===== src/rtl/pb_debounce_bank.sv =====
// pb_debounce_bank
//   N-channel push-button / slide-switch conditioner on the system clock.
//   Per channel: a flop synchroniser, a counter debouncer paced by the
//   sample_en strobe, registered press/release pulses and an optional
//   hold-to-repeat generator.
//
//   Strobe semantics: sample_en is a 1-clk qualifier, not a handshake. The
//   synchroniser runs every clk. The debounce and repeat counters only move
//   on clk edges where sample_en=1. All outputs are registered. The pulse
//   outputs are high for exactly one clk and line up with the pb_status edge.
//
//   Debug visibility: each channel's repeat FSM state and counter are
//   g_ch[i].g_rpt.rpt_state and g_ch[i].g_rpt.hold_cnt. The debounce counter
//   is g_ch[i].deb_cnt.
module pb_debounce_bank #(
    parameter int N_CH          = 4,
    parameter int SYNC_STAGES   = 2,
    parameter int DEB_CYCLES    = 20,
    parameter int REPEAT_EN     = 1,
    parameter int HOLD_CYCLES   = 500,
    parameter int REPEAT_CYCLES = 100
) (
    input  logic            clk,
    input  logic            reset,
    input  logic            sample_en,
    input  logic [N_CH-1:0] pb,
    output logic [N_CH-1:0] pb_status,
    output logic [N_CH-1:0] pb_pressed,
    output logic [N_CH-1:0] pb_released,
    output logic [N_CH-1:0] pb_repeat
);

    localparam int DEB_W  = $clog2(DEB_CYCLES + 1);
    localparam int HOLD_W = $clog2(HOLD_CYCLES + 1);

    localparam logic [DEB_W-1:0]  DEB_LAST    = DEB_W'(DEB_CYCLES - 1);
    localparam logic [HOLD_W-1:0] HOLD_LAST   = HOLD_W'(HOLD_CYCLES - 1);
    localparam logic [HOLD_W-1:0] REPEAT_LAST = HOLD_W'(REPEAT_CYCLES - 1);
    localparam logic [HOLD_W-1:0] HOLD_MAX    = {HOLD_W{1'b1}};

    typedef enum logic [1:0] {
        RPT_IDLE   = 2'd0,
        RPT_HOLD   = 2'd1,
        RPT_REPEAT = 2'd2
    } rpt_state_t;

    // Parameter sanity: refuse to elaborate a configuration that cannot work.
    if (SYNC_STAGES < 2) begin : g_chk_sync
        $error("pb_debounce_bank: SYNC_STAGES must be >= 2");
    end
    if (DEB_CYCLES < 1) begin : g_chk_deb
        $error("pb_debounce_bank: DEB_CYCLES must be >= 1");
    end
    if (REPEAT_CYCLES < 1) begin : g_chk_rep
        $error("pb_debounce_bank: REPEAT_CYCLES must be >= 1");
    end
    if (HOLD_CYCLES < REPEAT_CYCLES) begin : g_chk_hold
        $error("pb_debounce_bank: HOLD_CYCLES must be >= REPEAT_CYCLES");
    end

    for (genvar i = 0; i < N_CH; i++) begin : g_ch
        logic [SYNC_STAGES-1:0] sync_q;
        logic                   sync_out;
        logic [DEB_W-1:0]       deb_cnt;
        logic                   status_q;
        logic                   pressed_q;
        logic                   released_q;
        logic                   differ;
        logic                   flip;

        assign sync_out = sync_q[SYNC_STAGES-1];
        assign differ   = (sync_out != status_q);
        // The sample that completes the run of differing samples.
        assign flip     = sample_en && differ && (deb_cnt == DEB_LAST);

        // Synchroniser chain: shifts every clk, independent of sample_en.
        always_ff @(posedge clk) begin
            if (reset) begin
                sync_q <= '0;
            end else begin
                sync_q <= {sync_q[SYNC_STAGES-2:0], pb[i]};
            end
        end

        // Debounce counter and registered level and edge pulses.
        always_ff @(posedge clk) begin
            if (reset) begin
                deb_cnt    <= '0;
                status_q   <= 1'b0;
                pressed_q  <= 1'b0;
                released_q <= 1'b0;
            end else begin
                pressed_q  <= 1'b0;
                released_q <= 1'b0;
                if (sample_en) begin
                    if (!differ) begin
                        deb_cnt <= '0;
                    end else if (flip) begin
                        deb_cnt    <= '0;
                        status_q   <= ~status_q;
                        pressed_q  <= ~status_q;
                        released_q <= status_q;
                    end else begin
                        deb_cnt <= deb_cnt + 1'b1;
                    end
                end
            end
        end

        assign pb_status[i]   = status_q;
        assign pb_pressed[i]  = pressed_q;
        assign pb_released[i] = released_q;

        if (REPEAT_EN != 0) begin : g_rpt
            rpt_state_t        rpt_state;
            logic [HOLD_W-1:0] hold_cnt;
            logic              repeat_q;

            // Hold-to-repeat FSM. Press and release events come from the same
            // edge that updates pb_status, so a release pre-empts any repeat
            // pulse that would otherwise fall in that cycle.
            always_ff @(posedge clk) begin
                if (reset) begin
                    rpt_state <= RPT_IDLE;
                    hold_cnt  <= '0;
                    repeat_q  <= 1'b0;
                end else begin
                    repeat_q <= 1'b0;
                    if (flip && status_q) begin
                        rpt_state <= RPT_IDLE;
                        hold_cnt  <= '0;
                    end else if (flip && !status_q) begin
                        rpt_state <= RPT_HOLD;
                        hold_cnt  <= '0;
                    end else if (sample_en) begin
                        case (rpt_state)
                            RPT_HOLD: begin
                                if (hold_cnt == HOLD_LAST) begin
                                    repeat_q  <= 1'b1;
                                    rpt_state <= RPT_REPEAT;
                                    hold_cnt  <= '0;
                                end else if (hold_cnt != HOLD_MAX) begin
                                    hold_cnt <= hold_cnt + 1'b1;
                                end
                            end
                            RPT_REPEAT: begin
                                if (hold_cnt == REPEAT_LAST) begin
                                    repeat_q <= 1'b1;
                                    hold_cnt <= '0;
                                end else if (hold_cnt != HOLD_MAX) begin
                                    hold_cnt <= hold_cnt + 1'b1;
                                end
                            end
                            default: begin
                                rpt_state <= RPT_IDLE;
                                hold_cnt  <= '0;
                            end
                        endcase
                    end
                end
            end

            assign pb_repeat[i] = repeat_q;
        end else begin : g_no_rpt
            assign pb_repeat[i] = 1'b0;
        end
    end

endmodule

===== config.mk =====
export PLATFORM = sky130hd
export DESIGN_NAME = pb_debounce_bank
export DESIGN_NICKNAME = d
export VERILOG_FILES = /design/src/rtl/pb_debounce_bank.sv
export SDC_FILE = /design/constraint.sdc
export NUM_CORES = 1
export LEC_CHECK = 0
export ABC_AREA = 1
export BUFFER_PORTS_ARGS = -buffer_cell sky130_fd_sc_hd__buf_2
export CAP_MARGIN = 20
export CORE_MARGIN = 2
export CORE_UTILIZATION = 45
export DETAILED_ROUTE_END_ITERATION = 8
export SYNTH_ARGS = -nofsm -noshare
export SYNTH_HDL_FRONTEND = slang
export SYNTH_SLANG_ARGS = --single-unit

===== constraint.sdc =====
create_clock -name clk -period 3.05 [get_ports clk]
set_clock_uncertainty 0.05 [all_clocks]
set_input_delay 0.61 -clock clk [delete_from_list [all_inputs] [get_ports clk]]
set_output_delay 0.61 -clock clk [all_outputs]
set_load 0.005 [all_outputs]

; Word level (Yosys, flattened, before mapping)
; Index checks and enable logic that the tools add are counted.
; Widths: inputs -> output; s select.
[totals]
word_cells = 205
mem_bits_ro = 0
out_inout_bits = 16
latchBits = 0
reg_bits = 88
mem_bits_rw = 0
n_memories = 0
[classes]
reduce_logical = 52
n_eq_ne = 40
shift = 0
n_mul = 0
div = 0
muxes = 52
order_cmp = 0
add_sub_neg = 8
bitwise_logic = 17
[op_table]
columns = operator, count
row1 = $mux 9, 12
row2 = $pmux 9 s2, 4
row3 = $mux 5, 8
row4 = $add 9x1->9 const B, 4
row5 = $eq 9x7->1 const B, 4
row6 = $eq 9x9->1 const B, 4
row7 = $ne 9x9->1 const B, 4
row8 = $reduce_and 3->1, 12
row9 = $reduce_or 4->1, 8
row10 = $add 5x1->5 const B, 4
row11 = $eq 5x5->1 const B, 4
row12 = $not 1->1, 17
row13 = $logic_and 1x1->1, 16
row14 = $mux 1, 16
row15 = $ne 2x2->1 const B, 8
row16 = $pmux 2 s2, 4
row17 = $ne 3x3->1 const B, 4
row18 = $reduce_or 3->1, 4
row19 = $eq 2x1->1 const B, 4
row20 = $eq 2x2->1 const B, 4
row21 = $mux 2, 4
row22 = $pmux 1 s2, 4
row23 = $reduce_bool 2->1, 4
row24 = $reduce_or 2->1, 4
row25 = 2 further kinds, 8

; Longest topological paths before layout
; Gate-level depths: netlist of run 1.
[logic_depth]
word_depth = 6
depth_mapped = 10
ltp_nobuf = 10

; Worst setup path before layout of run 1
; No wires, ideal clock.
[synth_path]
path_kind = in2reg
start = input port sample_en
end = register g_ch[3].g_rpt.hold_cnt[2]
t_arrival_ns = 1.342
cell_stages = 6
setup_slack_ns = 1.588
setup_ns = 0.070
required_ns = 2.930
path_cell_list = buf_6 -> inv_2 -> buf_2 -> buf_2 -> nand2_1 -> a21oi_1
[synth_between]
elab_chain_len = 4
word_cells_on_any_way = 5
cone_classes = reduce/logical (5)
[synth_rtl]
columns = item, line_no
row1 = "start, declared", 25  ; input logic sample_en,
row2 = $logic_and 1x1->1 (2 in series), 74  ; assign flip = sample_en && differ && (deb_cnt == DEB_LAST);
row3 = $logic_and 1x1->1 (on tied branches), "129, 132"
row4 = $reduce_or 3->1 (no line), --
row5 = "end signal, assigned", 143  ; hold_cnt <= hold_cnt + 1'b1;
row6 = "end signal, assigned", 151  ; hold_cnt <= hold_cnt + 1'b1;
row7 = "end, declared", 116  ; logic [HOLD_W-1:0] hold_cnt;
; Several ways; a longest one is shown, not always the timed one.
; A chain may end at the register's enable or synchronous reset.

; Final worst setup path of run 1
[layout_path]
start = register g_ch[3].g_rpt.hold_cnt[0]
end = register g_ch[3].g_rpt.hold_cnt[1]
[layout_between]
elab_chain_len = 4
word_cells_on_any_way = 8
cone_classes = add/sub (1) / eq/ne (3) / mux (4)
[layout_rtl]
columns = item, line_no
row1 = $add 9x1->9 / $ne 9x9->1 (equally long branches), --
row2 = $mux 9, "142, 150"
row3 = $mux 9 (on tied branches), "147, 138"
row4 = $pmux 9 s2 (*), 136  ; case (rpt_state)
; Mark *: on every way between the ends. The rest lies on a longest branch, timed or not.

==> results of run 1 <==
==> cell usage after synthesis (all sizes together) <==
cell type,n
dfxtp,88
o21ai,18
nand3,66
o21bai,2
buf,26
inv,82
nand4,4
xnor2,5
a211oi,3
a31o,3
nor3,10
nand2,194
clkbuf,2
nor4,1
a21oi,57
xor2,16
o21a,1
ha,16
nor2,92
o31ai,2
==> layout make-up <==
cell class	count	area [um2]	area share, %
multi-input cells	490	2540	49.3
flip-flops and latches	88	1760	34.2
inverters	82	308	5.98
well taps	136	170	3.31
repair buffers	26	140	2.72
clock buffers	10	138	2.67
clock inverters	6	91.3	1.77
==> cells by family after synthesis <==
group | share of synthesized area, %
AO/OA/AOI/OAI | 9.61
AND/OR/NAND/NOR | 34.8
buffers and inverters | 10.5
flip-flops | 36.7
adder cells (fa/ha/maj) | 4.17
XOR/XNOR | 4.30
==> worst max-delay path: stages (launching register included) <==
cell	delay, ns
dfxtp_1	0.41
ha_1	0.26
nand2_1	0.07
nor2_1	0.20
nand3_1	0.10
nand2_1	0.09
nand2_2	0.11
nand2_1	0.08
nand2_1	0.06
nand2_2	0.09
nor2_1	0.05
==> flip-flops by register name, indices dropped and copies added (netlist names) <==
name	cells
g_ch.deb_cnt	20
g_ch.g_rpt.hold_cnt	36
g_ch.g_rpt.repeat_q	4
g_ch.g_rpt.rpt_state	8
g_ch.pressed_q	4
g_ch.released_q	4
g_ch.status_q	4
g_ch.sync_q	8
==> power by group through the flow <==
| stage | Clock, mW | Sequential (mW) | Combinational (mW) |
|---|---|---|---|
| detailed placement | 0 | 1.20 | 0.113 |
| CTS | 0.943 | 1.17 | 0.113 |
| finish | 0.911 | 1.17 | 0.112 |
| global route | 0.987 | 1.17 | 0.128 |
| floorplan | 0 | 1.19 | 0.0870 |
| global placement | 0 | 1.20 | 0.111 |
==> stage by stage <==
stage          hold slack, ns  cells  total power, mW
2_1_floorplan           0.338    688             1.28
3_3_place_gp            0.340    822             1.31
3_5_place_dp            0.343    822             1.31
4_1_cts                 0.355    838             2.23
5_1_grt                 0.372    838             2.29
6_report                0.354    838             2.19
==> routing by layer <==
metal / vias up / wire length [um] / global-route usage, %
li1: 2186 / - / -
met1: 1820 / 4700 / 23.7
met2: 46 / 4150 / 28.3
met3: 10 / 219 / 2.24
met4: 0 / 152 / 7.33
met5: - / 0 / 0
==> how the worst max path moves through the flow <==
stage / end / slack (ns) / start / depth (start not counted)
global route: g_ch[3].g_rpt.hold_cnt[1]$_SDFFE_PP0P_ / 1.18 / g_ch[3].g_rpt.hold_cnt[0]$_SDFFE_PP0P_ / 10
global placement: g_ch[2].g_rpt.hold_cnt[2]$_SDFFE_PP0P_ / 1.14 / sample_en / 8
finish: g_ch[3].g_rpt.hold_cnt[1]$_SDFFE_PP0P_ / 1.38 / g_ch[3].g_rpt.hold_cnt[0]$_SDFFE_PP0P_ / 10
detailed placement: g_ch[2].g_rpt.repeat_q$_SDFF_PP0_ / 1.07 / sample_en / 8
floorplan: g_ch[3].g_rpt.hold_cnt[2]$_SDFFE_PP0P_ / 1.59 / sample_en / 6
CTS: g_ch[3].g_rpt.hold_cnt[1]$_SDFFE_PP0P_ / 1.37 / g_ch[3].g_rpt.hold_cnt[0]$_SDFFE_PP0P_ / 10
==> impl_metrics.csv, run 1 <==
group,metric,value,unit
synth,ys_ff_latch,88,
finish,final_common_cell,"nand2_1",
synth,yosysSeqAreaShare,36.7,%
worst_setup_path,r2r_slack,1.38,ns
power,pwr-share-seq,53.4,%
sta,fin_setup_tns,0,ns
placed_design,pre_cts_slack,1.07,ns
sta,final.setup.worst_slack,1.38,ns
finish,drive_gt1_share,12.7,%
clock_tree,h-tree-depth,3,
synth,syn_area_per_cell,6.98,um2
synth,synth_top_area_cell,"dfxtp_1",
clock_tree,clock_path_buffers,2,
clock_tree,cts_buffers,9,
sta,fmax,599,MHz
power,vdd_drop_max,0.194,mV
worst_setup_path,r2r.worst_path.cells,10,
sta,relSlewSlack,63.6,%
placed_design,dpl_cell_area,4920,um2
clock_tree,cts_tree,"built",
placed_design,gp_congestion,0.806,
power,p_per_area,426,nW/um2
worst_hold_path,hp-class,"reg2reg",
sta,fin_crit_sh,54.8,%
power,clock_power_share,41.5,%
finish,fillCellCount,1027,
worst_setup_path,end_kind,"flop",
clock_tree,root_buffer,"clkbuf_8",
route,routedWlPerCell,11.0,um
die,ios,23,
placed_design,portBuffers,22,
synth,synthTopCellsByArea,"dfxtp_1 (37%), nand2_1 (13%), nor2_1 (6.5%)",
clock_tree,cts_setup_buffers,0,
finish,design_area,5150,um2
clock_tree,holdBufCountCts,0,
die,start_util,46.5,%
finish,nets,720,
clock_tree,post_cts_resized,0,
sta,tightest_slew,0.542,ns
placed_design,dpl.hpwl,6.69,mm
synth,syn_inst,688,
power,pwr-share-comb,5.1,%
clock_tree,clock_latency,0.36,ns
global_route,track_usage,17.6,%
power,leakage,2.13,nW
route,viasPerCell,4.85,
worst_hold_path,holdPathEnd,"g_ch[1].sync_q[1]$_SDFF_PP0_",
synth,syn-cell-area,4800,um2
worst_setup_path,start_kind,"flop",
finish,num_antenna_cells,0,
worst_hold_path,hp-start,"g_ch[1].sync_q[0]$_SDFF_PP0_",
die,row_count,37,
sta,grt_setup_unrepaired,"false",
route,vias,4062,
synth,yosys.area.top_type_share,36.7,%
global_route,grt_pass1_vias,3773,
die,core-area,10300,um2
power,p_int,1.68,mW
sta,setup_viol,0,
power,p_sw,0.510,mW
outcome,status,"finished, final reports clean",
clock_tree,cts.sink_count,88,
worst_setup_path,critPathRequiredTime,3.25,ns
die,dieArea,11500,um2
die,die_w,107,um
worst_setup_path,worstReg2RegStart,"g_ch[3].g_rpt.hold_cnt[0]$_SDFFE_PP0P_",
route,drt_pass1_iterations,4,
finish,final_cell_mix,"nand2_1 (172), dfxtp_1 (88), nor2_1 (83), inv_1 (78), nand3_1 (60)",
sta,slew_viol_final,0,
flow_run,cap_violations,0,
synth,syn_nets,711,
worst_hold_path,min_path_cells,2,
finish,finish.utilization,49.9,%
die,fp.dieH,107,um
global_route,grt_max_degree,30,
worst_setup_path,r2r-end,"g_ch[3].g_rpt.hold_cnt[1]$_SDFFE_PP0P_",
global_route,grt_first_pass_wirelength,16.6,mm
route,drtIter0Drc,167,
sta,hold_violations,0,
route,ant_nets,0,
global_route,antenna_found_initial,0,
worst_setup_path,worstPathArrival,1.87,ns
power,p_sw_share,23.2,%
worst_setup_path,path_max_fanout,7,
route,routed_wl,9.23,mm
global_route,overflow,0,
synth,synth_cell_types,32,
route,drc,0,
finish,area_growth,7.16,%
clock_tree,clk_pin_slew,0.09,ns
worst_setup_path,critPathKind,"reg2reg",
sta,final_period_minus_worst_setup_slack,1.67,ns
synth,ys_warn_count,0,
Note: power is estimated with default switching activity, not from simulation.
==> run 2: changes to the inputs <==
==> constraint.sdc (replaced) <==
create_clock -name clk -period 1.65 [get_ports clk]
set_clock_uncertainty 0.05 [all_clocks]
set_input_delay 0.33 -clock clk [delete_from_list [all_inputs] [get_ports clk]]
set_output_delay 0.33 -clock clk [all_outputs]
set_load 0.005 [all_outputs]
==> impl_metrics.csv, run 2 (same netlist as run 1, synthesis figures left out) <==
group,metric,value,unit
outcome,status,"finished, final reports clean",
worst_hold_path,hp-class,"in2reg",
clock_tree,holdBufCountCts,0,
die,core-area,10300,um2
clock_tree,cts.sink_count,88,
placed_design,dpl.hpwl,7.10,mm
worst_setup_path,critPathKind,"reg2reg",
power,p_sw_share,22.0,%
sta,setup_viol,0,
power,p_int,3.28,mW
clock_tree,post_cts_resized,0,
worst_setup_path,path_max_fanout,5,
global_route,grt_first_pass_wirelength,16.7,mm
clock_tree,h-tree-depth,3,
sta,hold_violations,0,
sta,fmax,631,MHz
route,drtIter0Drc,188,
power,pwr-share-seq,51.5,%
route,vias,4217,
die,fp.dieH,107,um
route,routedWlPerCell,11.5,um
die,row_count,37,
finish,top_register,"g_ch.g_rpt.hold_cnt",
worst_setup_path,r2r_slack,0.07,ns
sta,relSlewSlack,59.2,%
power,leakage,2.19,nW
worst_setup_path,worstPathArrival,1.82,ns
die,dieArea,11500,um2
clock_tree,clk_pin_slew,0.08,ns
finish,final_cells,850,
power,clock_power_share,43.0,%
clock_tree,cts_buffers,9,
clock_tree,clock_path_buffers,2,
global_route,grt_max_degree,24,
finish,final_cell_mix,"nand2_1 (171), dfxtp_1 (86), inv_1 (77), nor2_1 (77), nand3_1 (60)",
route,ant_nets,0,
die,start_util,46.5,%
route,routed_wl,9.73,mm
placed_design,pre_cts_slack,0.0121,ns
route,viasPerCell,4.96,
clock_tree,clock_latency,0.35,ns
power,p_per_area,790,nW/um2
worst_setup_path,end_kind,"flop",
global_route,antenna_found_initial,0,
worst_setup_path,start_kind,"flop",
placed_design,portBuffers,22,
die,die_w,107,um
finish,num_antenna_cells,0,
finish,final_common_cell,"nand2_1",
finish,area_growth,10.8,%
power,vdd_drop_max,0.431,mV
finish,drive_gt1_share,16.0,%
sta,tightest_slew,0.607,ns
sta,final_period_minus_worst_setup_slack,1.58,ns
global_route,grt_pass1_vias,3782,
worst_setup_path,critPathRequiredTime,1.89,ns
power,p_sw,0.927,mW
finish,nets,732,
power,pwr-share-comb,5.5,%
clock_tree,cts_setup_buffers,0,
clock_tree,root_buffer,"clkbuf_8",
route,drc,0,
clock_tree,cts_tree,"built",
placed_design,place_inst,834,
finish,fillCellCount,1030,
flow_run,cap_violations,0,
placed_design,gp_congestion,0.855,
global_route,overflow,0,
sta,slew_viol_final,0,
finish,largestRegisters,"g_ch.g_rpt.hold_cnt: 36 flops, g_ch.deb_cnt: 20 flops",
sta,fin_crit_sh,96.0,%
global_route,track_usage,17.7,%
finish,largest_register_ffs,36,
route,drt_pass1_iterations,4,
sta,grt_setup_unrepaired,"true",
die,ios,23,
sta,final.setup.worst_slack,0.0654,ns
## run 2: final cells by class
cell class | instances | area, um2 | area share [%]
inverters | 82 | 308 | 5.78
well taps | 136 | 170 | 3.20
multi-input cells | 490 | 2590 | 48.7
flip-flops and latches | 88 | 1760 | 33.1
clock buffers | 11 | 141 | 2.66
clock inverters | 5 | 104 | 1.95
repair buffers | 38 | 243 | 4.56
## run 2: metal layers
layer  global-route usage [%]  share of wire, %  vias to the layer above
met4                     6.86               1.5                        0
met3                     2.78               2.5                       11
met2                     28.3                46                       67
met5                        0                 0                        -
met1                     23.9                50                     1929
li1                         -                 -                     2210
## run 2: worst paths after layout
kind | from | end | cells after the start
setup / recovery | g_ch[2].deb_cnt[0]$_SDFFE_PP0P_ | g_ch[2].deb_cnt[2]$_SDFFE_PP0P_ | 6
hold reg to reg | g_ch[1].sync_q[0]$_SDFF_PP0_ | g_ch[1].sync_q[1]$_SDFF_PP0_ | 2
setup reg to reg | g_ch[2].deb_cnt[0]$_SDFFE_PP0P_ | g_ch[2].deb_cnt[2]$_SDFFE_PP0P_ | 6
hold / removal | pb[3] | g_ch[3].sync_q[0]$_SDFF_PP0_ | 3
## run 2: power groups by stage
stage | Sequential [mW] | Combinational [mW] | Clock (mW)
final | 2.16 | 0.233 | 1.81
after global routing | 2.17 | 0.265 | 1.95
after CTS | 2.16 | 0.233 | 1.86
after detailed placement | 2.21 | 0.231 | 0
after global placement | 2.21 | 0.227 | 0
after floorplan | 2.21 | 0.161 | 0
## run 2: critical path, cell delays in order, from the launching register on
cell and delay, ns:
dfxtp_1 0.34, ha_1 0.22, nand2_1 0.07, nor3_1 0.06
nor3_1 0.49, nand2_1 0.11, a21oi_1 0.16
## run 2: metrics by stage
stage	TNS [ns]	power [mW]	hold WS, ns	utilization [%]	cell area, um2
after floorplan	0	2.37	0.338	-	4800
after global placement	0	2.44	0.345	48.6	5020
after detailed placement	0	2.44	0.346	48.6	5020
after CTS	0	4.25	0.110	51.0	5270
after global routing	-0.0929	4.38	0.113	51.6	5320
final	0	4.20	0.121	51.6	5320
==> run 3: changes to the inputs <==
--- a/config.mk
+++ b/config.mk
@@ -9,7 +9,7 @@
 export BUFFER_PORTS_ARGS = -buffer_cell sky130_fd_sc_hd__buf_2
 export CAP_MARGIN = 20
 export CORE_MARGIN = 2
-export CORE_UTILIZATION = 45
+export CORE_UTILIZATION = 47
 export DETAILED_ROUTE_END_ITERATION = 8
 export SYNTH_ARGS = -nofsm -noshare
 export SYNTH_HDL_FRONTEND = slang
==> impl_metrics.csv, run 3 (same netlist as run 1, synthesis figures left out) <==
group,metric,value,unit
clock_tree,cts_tree,"built",
finish,final_common_cell,"nand2_1",
worst_setup_path,end_kind,"flop",
die,dieArea,11000,um2
route,drtIter0Drc,147,
finish,top_register,"g_ch.g_rpt.hold_cnt",
clock_tree,clock_latency,0.35,ns
power,vdd_drop_max,0.521,mV
worst_setup_path,slowest_delay,0.38,ns
global_route,grt_first_pass_wirelength,16.9,mm
global_route,antenna_found_initial,0,
clock_tree,cts_buffers,9,
finish,finish.utilization,53.9,%
worst_setup_path,path_max_fanout,7,
worst_hold_path,hp-start,"pb[3]",
clock_tree,h-tree-depth,3,
worst_setup_path,critPathRequiredTime,1.84,ns
placed_design,pre_cts_slack,0.00584,ns
die,core-area,9860,um2
sta,slew_viol_final,0,
clock_tree,post_cts_resized,0,
flow_run,cap_violations,0,
route,drt_pass1_iterations,4,
worst_hold_path,holdPathEnd,"g_ch[3].sync_q[0]$_SDFF_PP0_",
sta,hold_violations,0,
clock_tree,cts.sink_count,88,
worst_hold_path,hp-class,"in2reg",
sta,grt_setup_unrepaired,"false",
placed_design,gp_congestion,0.850,
global_route,overflow,0,
route,viasPerCell,4.88,
worst_setup_path,r2r_slack,0.13,ns
finish,largest_register_ffs,36,
finish,largestRegisters,"g_ch.g_rpt.hold_cnt: 36 flops, g_ch.deb_cnt: 20 flops",
finish,area_growth,10.7,%
route,routed_wl,9.68,mm
worst_setup_path,start_kind,"flop",
die,row_count,36,
placed_design,dpl.hpwl,7.11,mm
sta,relSlewSlack,70.2,%
worst_hold_path,min_path_cells,3,
global_route,track_usage,18.4,%
outcome,status,"finished, final reports clean",
power,p_per_area,729,nW/um2
sta,tightest_slew,0.445,ns
die,start_util,48.7,%
route,drc,0,
finish,drive_gt1_share,17.1,%
worst_setup_path,cpMaxStageDelayCell,"dfxtp_1",
sta,final.setup.worst_slack,0.128,ns
worst_setup_path,worstPathArrival,1.71,ns
sta,fin_hold_ws,0.125,ns
sta,setup_viol,0,
finish,final_cell_mix,"nand2_1 (171), dfxtp_1 (82), inv_1 (77), nor2_1 (77), nand3_1 (60)",
worst_setup_path,worstReg2RegStart,"g_ch[2].deb_cnt[0]$_SDFFE_PP0P_",
sta,fin_setup_tns,0,ns
route,ant_nets,0,
worst_setup_path,worstPathCellList,"ha_1 -> nand2_1 -> nor3_2 -> nand2_2 -> nand2_2 -> inv_2 -> o21ai_0 -> a21oi_1",
sta,fmax,657,MHz
global_route,grt_max_degree,18,
finish,nets,737,
clock_tree,clk_pin_slew,0.09,ns
route,vias,4157,
clock_tree,holdBufCountCts,0,
worst_setup_path,critPathKind,"reg2reg",
clock_tree,root_buffer,"clkbuf_8",
clock_tree,cts_setup_buffers,0,
die,ios,23,
power,power.total,3.87,mW
die,fp.dieH,105,um
worst_setup_path,cp_common_cell,"nand2_2",
sta,final_period_minus_worst_setup_slack,1.52,ns
sta,fin_crit_sh,92.2,%
power,leakage,2.18,nW
route,routedWlPerCell,11.4,um
clock_tree,clock_path_buffers,2,
worst_setup_path,r2r-end,"g_ch[2].g_rpt.hold_cnt[2]$_SDFFE_PP0P_",
global_route,grt_pass1_vias,3809,
finish,num_antenna_cells,0,
die,die_w,105,um
worst_setup_path,r2r.worst_path.cells,8,
placed_design,portBuffers,22,
## run 3: area by class of cell
| type | instances | area [um2] |
|---|---|---|
| Timing Repair Buffer | 43 | 268 |
| Fill cell | 972 | 4550 |
| Tap cell | 133 | 166 |
| Clock buffer | 12 | 145 |
| Sequential cell | 88 | 1770 |
| Clock inverter | 3 | 42.5 |
| Inverter | 82 | 308 |
| Multi-Input combinational cell | 490 | 2620 |
## run 3: stage by stage
stage	cells	instance area, um2
2_1_floorplan	688	4800
3_3_place_gp	836	5040
3_5_place_dp	836	5040
4_1_cts	851	5230
5_1_grt	851	5320
6_report	851	5320
## run 3: power by group
| group | total, mW | switching [mW] | internal (mW) |
|---|---|---|---|
| Clock | 1.46 | 0.732 | 0.733 |
| Sequential | 2.17 | 0.0190 | 2.15 |
| Combinational | 0.242 | 0.154 | 0.0880 |
| Total | 3.87 | 0.905 | 2.97 |
## run 3: worst max path at each step
stage                                                 from                                endpoint  slack (ns)  depth (start not counted)
CTS                 g_ch[2].g_rpt.hold_cnt[1]$_SDFFE_PP0P_  g_ch[2].g_rpt.hold_cnt[8]$_SDFFE_PP0P_        0.02                         10
global route               g_ch[2].deb_cnt[0]$_SDFFE_PP0P_  g_ch[2].g_rpt.hold_cnt[8]$_SDFFE_PP0P_       0.005                          8
finish                     g_ch[2].deb_cnt[0]$_SDFFE_PP0P_  g_ch[2].g_rpt.hold_cnt[2]$_SDFFE_PP0P_        0.13                          8
global placement    g_ch[2].g_rpt.hold_cnt[1]$_SDFFE_PP0P_  g_ch[2].g_rpt.hold_cnt[0]$_SDFFE_PP0P_        0.06                         10
detailed placement                               sample_en         g_ch[2].deb_cnt[1]$_SDFFE_PP0P_       0.006                          5
floorplan           g_ch[3].g_rpt.hold_cnt[0]$_SDFFE_PP0P_  g_ch[3].g_rpt.hold_cnt[1]$_SDFFE_PP0P_        0.22                         10
## run 3: routing by layer
metal | up-vias | GRT usage (%) | routed length, um
met5 | - | 0 | 0
met4 | 0 | 5.81 | 57
met3 | 6 | 3.37 | 266
met2 | 53 | 29.6 | 4450
met1 | 1882 | 25.0 | 4910
li1 | 2216 | - | -
## run 3: worst max-delay path: cells and delay by family (launching register included)
kind | cells | cell delay [ns]
adder cells (fa/ha/maj) | 1 | 0.22
AND/OR/NAND/NOR | 4 | 0.57
flip-flops | 1 | 0.38
AO/OA/AOI/OAI | 2 | 0.12
buffers and inverters | 1 | 0.07
